==> src/rtl/alu_uart_interface.sv <==
// Byte-stream front end for the ALU: collects operand A, operand B and opcode from the
// receiver, latches the ALU result and issues one transmit request. Optional macro ALU_UART_TIMEOUT_EN.
module alu_uart_interface #(
  parameter int NBITS          = 8,
  parameter int COD_OP         = 6,
  parameter int TIMEOUT_CYCLES = 50000
) (
  input  logic              clk,
  input  logic              rst_n,
  input  logic [NBITS-1:0]  rx_data,
  input  logic              rx_done,
  input  logic [NBITS-1:0]  alu_result,
  input  logic              tx_busy,
  output logic [NBITS-1:0]  operando_A,
  output logic [NBITS-1:0]  operando_B,
  output logic [COD_OP-1:0] cod_operacion,
  output logic [NBITS-1:0]  tx_data,
  output logic              tx_start
);

  localparam logic [2:0] WAIT_A  = 3'd0;
  localparam logic [2:0] WAIT_B  = 3'd1;
  localparam logic [2:0] WAIT_OP = 3'd2;
  localparam logic [2:0] EXEC    = 3'd3;
  localparam logic [2:0] SEND    = 3'd4;

  generate
    if (COD_OP > NBITS || COD_OP < 1 || TIMEOUT_CYCLES < 1) begin : g_bad_cfg
      $error("alu_uart_interface: illegal parameter combination");
    end
  endgenerate

  logic [2:0]        state_q, state_d;
  logic [NBITS-1:0]  op_a_q, op_a_d;
  logic [NBITS-1:0]  op_b_q, op_b_d;
  logic [COD_OP-1:0] cod_q, cod_d;
  logic [NBITS-1:0]  tx_data_q, tx_data_d;
  logic              tx_start_q, tx_start_d;

`ifdef ALU_UART_TIMEOUT_EN
  localparam int TW = $clog2(TIMEOUT_CYCLES + 1);
  logic [TW-1:0] tmo_q, tmo_d;
  logic          tmo_expired;

  assign tmo_expired = (tmo_q == TW'(TIMEOUT_CYCLES - 1));
`endif

  always_comb begin
    state_d    = state_q;
    op_a_d     = op_a_q;
    op_b_d     = op_b_q;
    cod_d      = cod_q;
    tx_data_d  = tx_data_q;
    tx_start_d = 1'b0;
`ifdef ALU_UART_TIMEOUT_EN
    tmo_d      = '0;
`endif
    case (state_q)
      WAIT_A: begin
        if (rx_done) begin
          op_a_d  = rx_data;
          state_d = WAIT_B;
        end
      end
      WAIT_B: begin
        if (rx_done) begin
          op_b_d  = rx_data;
          state_d = WAIT_OP;
        end else begin
`ifdef ALU_UART_TIMEOUT_EN
          if (tmo_expired) state_d = WAIT_A;
          else             tmo_d   = tmo_q + TW'(1);
`endif
        end
      end
      WAIT_OP: begin
        if (rx_done) begin
          cod_d   = rx_data[COD_OP-1:0];
          state_d = EXEC;
        end else begin
`ifdef ALU_UART_TIMEOUT_EN
          if (tmo_expired) state_d = WAIT_A;
          else             tmo_d   = tmo_q + TW'(1);
`endif
        end
      end
      // Operand registers have been stable for a full cycle, so the ALU output is settled.
      EXEC: begin
        tx_data_d = alu_result;
        state_d   = SEND;
      end
      SEND: begin
        if (!tx_busy) begin
          tx_start_d = 1'b1;
          state_d    = WAIT_A;
        end
      end
      default: state_d = WAIT_A;
    endcase
  end

  always_ff @(posedge clk or negedge rst_n) begin
    if (!rst_n) begin
      state_q    <= WAIT_A;
      op_a_q     <= '0;
      op_b_q     <= '0;
      cod_q      <= '0;
      tx_data_q  <= '0;
      tx_start_q <= 1'b0;
`ifdef ALU_UART_TIMEOUT_EN
      tmo_q      <= '0;
`endif
    end else begin
      state_q    <= state_d;
      op_a_q     <= op_a_d;
      op_b_q     <= op_b_d;
      cod_q      <= cod_d;
      tx_data_q  <= tx_data_d;
      tx_start_q <= tx_start_d;
`ifdef ALU_UART_TIMEOUT_EN
      tmo_q      <= tmo_d;
`endif
    end
  end

  assign operando_A    = op_a_q;
  assign operando_B    = op_b_q;
  assign cod_operacion = cod_q;
  assign tx_data       = tx_data_q;
  assign tx_start      = tx_start_q;

endmodule

==> config.mk <==
export PLATFORM = sky130hd
export DESIGN_NAME = alu_uart_interface
export DESIGN_NICKNAME = d
export VERILOG_FILES = /design/src/rtl/alu_uart_interface.sv
export SDC_FILE = /design/constraint.sdc
export NUM_CORES = 1
export LEC_CHECK = 0
export BUFFER_PORTS_ARGS = -buffer_cell sky130_fd_sc_hd__buf_2
export CORE_UTILIZATION = 50
export CTS_BUF_LIST = sky130_fd_sc_hd__clkbuf_2
export DETAILED_ROUTE_END_ITERATION = 6
export MAX_ROUTING_LAYER = met4
export PLACE_DENSITY_LB_ADDON = 0.1
export SLEW_MARGIN = 0
export SYNTH_ARGS = -nofsm -noshare
export SYNTH_HDL_FRONTEND = slang
export SYNTH_SLANG_ARGS = --single-unit
==> constraint.sdc <==
create_clock -name clk -period 2.1 [get_ports clk]
set_input_delay 0.105 -clock clk [delete_from_list [all_inputs] [get_ports clk]]
set_output_delay 0.105 -clock clk [all_outputs]
set_load 0.02 [all_outputs]
Yosys cells after proc, flatten, opt, wreduce, memory -nomap -nowiden:

Index checks and enable logic that the tools add are counted.

* equal/unequal tests: 8
* multiplexer cells: 7
* reductions and logical operators: 5

Operators by type and width (number)
* $pmux W3 S5: 1
* $mux W3: 4
* $ne A2 B2 Y1 const B: 4
* $eq A3 B2 Y1 const B: 2
* $reduce_and A2 Y1: 3
* $reduce_and A4 Y1: 1
* $eq A3 B1 Y1 const B: 1
* $eq A3 B3 Y1 const B: 1
* $logic_not A3 Y1: 1
* $mux W1: 2

* bits in registers: 34
* input bits: 20
* output and inout bits: 31
* word-level logic and storage cells: 26

Depth between registers and ports, before layout:

* word-level depth: 3
* mapped depth: 4
* depth with buffers taken out: 2

Least setup slack after synthesis:

OpenSTA, ideal clock, no wires.

* path kind: reg-to-reg
* start point: register state_q[1]
* end point: register op_a_q[0], in the netlist operando_A[0]
* setup time: 0.125 ns
* arrival: 1.317 ns
* required time: 1.975 ns
* path slack: 0.658 ns
* cell stages (with the launch flop): 4
* path buffers: 1
* period minus slack after synthesis: 1.442 ns
* cells stage by stage: dfrtp_1 -> buf_6 -> nor4b_4 -> mux2_2

* cells in the longest elaborated chain, start to end: 2

Ends and longest elaborated chain
* from (decl): line 33 `logic [2:0] state_q, state_d;`
* from (signal assigned): line 114 `state_q <= state_d;`
* $logic_not A3 Y1: line 58 `case (state_q)`
* $reduce_and A2 Y1 (no line)
* to (signal assigned): line 115 `op_a_q <= op_a_d;`
* to (decl): line 34 `logic [NBITS-1:0] op_a_q, op_a_d;`

Every way passes these cells.
A chain may end at the register's enable or synchronous reset.

Worst setup path after layout:

* start point: register state_q[1]
* end point: register op_a_q[4], in the netlist operando_A[4]

Same word-level chain as after synthesis.

==> flow_summary.ini <==
[sta]
worst_pin_slew_ns = 0.708
clock_skew_ns = 0.0108
slew_violations = 0
fmax_ghz = 0.616
period_share_pct = 77.3
whs_ns = 0.0167
maxSlewHeadroom_pct = 52.8
min_period_ns = 1.62
setup_viol = 0
rsz0062_at_grt = false
finalHoldViolCount = 0
fin_tns_setup_ns = 0

[cts]
cts_tree = yes
numCtsBuffers = 5
insertion_delay_ns = 0.37
cts.htree.levels = 2
cts.sinks = 34
clockBufferDepth = 2
cts.clk_slew.worst_paths_ns = 0.16
clk_root_buffer_cell = clkbuf_2

[layout]
instances_no_fill = 185
area_growth_pct = 36.9
fillers = 166
fin_nets = 174
final_area_mm2 = 0.00183
fin_util_pct = 73.1
antennaDiodeCount = 0
layout-drive-gt1-share_pct = 58.1

[floorplanning]
die_h_um = 53.7
coreArea_mm2 = 0.00250
ios = 51
initial_core_util_pct = 53.4
dieArea_mm2 = 0.00288
die_x_um = 53.7
std_cell_rows = 18

[power]
leakage_nw = 0.872
power-per-cell-area_mw_per_mm2 = 1490
ir_drop_mv = 1.07

[synth]
synth_edf_count = 0
syn_area_mm2 = 0.00134
synth_area_leaders = dfrtp_1 64%, mux2_2 25%, nor4b_4 1.8%
yosys.area_share.simple_pct = 7.78
synth_top_family_by_area = multiplexers
synth_most_common_cell = dfrtp_1
synthArstFlopShare_pct = 100
synth_area_per_cell_um2 = 16.5
yosysSeqAreaShare_pct = 63.7
synth_xor_area_share_pct = 0
synth_area_leader_cell = dfrtp_1
synth_fa_ha_area_share_pct = 0
synth_mux_area_share_pct = 25.3
syn-num-nets = 101
synthFlopType = dfrtp_1
syn_inst = 81
ys_ff_latch = 34
netlist.area_leader.share_pct = 63.7
synth_common_cells = 34 x dfrtp_1, 30 x mux2_2
synth_compound_area_share_pct = 0.750
ys_warn_count = 0
yosysUniqueCellTypes = 13

[routing]
drtIter0Drc = 4
drt-total-wl_um = 2690
drtPass1Iterations = 3
vias_per_cell = 5.02
drc = 0
wl_per_cell_um = 14.6
ant_nets = 0
vias = 928

[setup_path]
cp-end-kind = register
reg2reg_from = state_q[1]
path_class = reg -> reg
cp-start-kind = register
r2r_slack_ns = 0.48
arrival_ns = 1.90
crit_fanout = 9
r2r_cells = 2
r2r_end = operando_A[4]
cp.required_ns = 2.37

[placement]
gp_congestion = 0.695
post_dp_cell_area_mm2 = 0.00161
port_buffers = 50
dp_hpwl_um = 1720
dp_cells = 159

[global_route]
grt_pass1_wl_um = 4070
grt_antenna_before_repair = 0
track_usage_pct = 22.2
grt_pass1_vias = 866
overflow = 0
grt_max_degree = 35

[worst_hold_path]
worstHoldStart = rx_done
min_to = state_q[0]
hold_depth = 3
min_path_type = in -> reg

[job]
drv_cap = 0

[outcome]
status = finished, final reports clean
==> area by class of cell <==
cell class	count	area (µm²)	area share [%]
Tap cell	30	37.5	2.05
Clock inverter	3	11.3	0.616
Clock buffer	5	25.0	1.37
Timing Repair Buffer	70	445	24.4
Multi-Input combinational cell	43	458	25.1
Sequential cell	34	851	46.5
==> worst max-delay path by stage <==
stage | end | startpoint | depth (start not counted)
5_1_grt | operando_A[4] | state_q[1] | 2
3_5_place_dp | operando_A[3] | state_q[1] | 2
6_report | operando_A[4] | state_q[1] | 2
2_1_floorplan | operando_A[0] | state_q[1] | 3
4_1_cts | operando_A[4] | state_q[1] | 2
3_3_place_gp | operando_A[4] | state_q[1] | 2
==> state kept, by name, indices dropped and copies added (netlist names) <==
name	count
cod_operacion	6
operando_A	8
operando_B	8
state_q	3
tx_data	8
tx_start	1
==> through the flow <==
stage                     setup WS, ns  total power, mW
after floorplan                  0.658             2.05
after global placement           0.541             2.40
after detailed placement         0.485             2.45
after CTS                        0.466             2.76
after global routing             0.384             2.90
final                            0.477             2.73
==> critical path, stage by stage, from the launching register on <==
cell and delay (ns):
dfrtp_1 0.52, nor4b_4 0.60, mux2_2 0.40
==> timing repair <==
item / 4_1_cts / 5_1_grt
resized for setup: 0 / 0
hold buffers: 18 / 0
buffers inserted: 0 / 0
endpoints found under the hold margin: 66 / 0
==> cell families (layout without fill, tap and decap cells) <==
family                 count (synthesis)  in the layout
AOI/OAI and AO/OA                      2              2
DFF                                   34             34
buffers and inverters                  4             78
and+or+nand+nor                       11             11
muxes                                 30             30
==> cell usage in the layout (no fill, tap or decap) <==
cell,n
a21oi_1,2
nand3b_1,2
nor4b_1,1
dfrtp_1,34
buf_2,50
dlygate4sd3_1,18
or3b_2,1
buf_4,2
mux2_2,30
clkbuf_2,5
nor4bb_1,1
nand2_1,1
nand2b_1,2
nor4b_4,1
nand4bb_1,1
clkinv_1,3
nor4bb_2,1
==> power breakdown <==
part           internal, mW  leakage (nW)  total, mW  switching, mW
Sequential            0.974         0.406       1.17          0.198
Clock                0.0710        0.0255      0.278          0.208
Combinational         0.597         0.441       1.28          0.679
Total                  1.64         0.872       2.73           1.08
==> metal layers <==
layer | vias up | GRT usage (%) | wire [µm]
met5 | - | - | 0
met4 | 0 | 11.8 | 59
met3 | 8 | 5.93 | 126
met2 | 30 | 34.6 | 1400
met1 | 453 | 26.1 | 1110
li1 | 437 | - | -
Note: power is estimated with default switching activity, not from simulation.
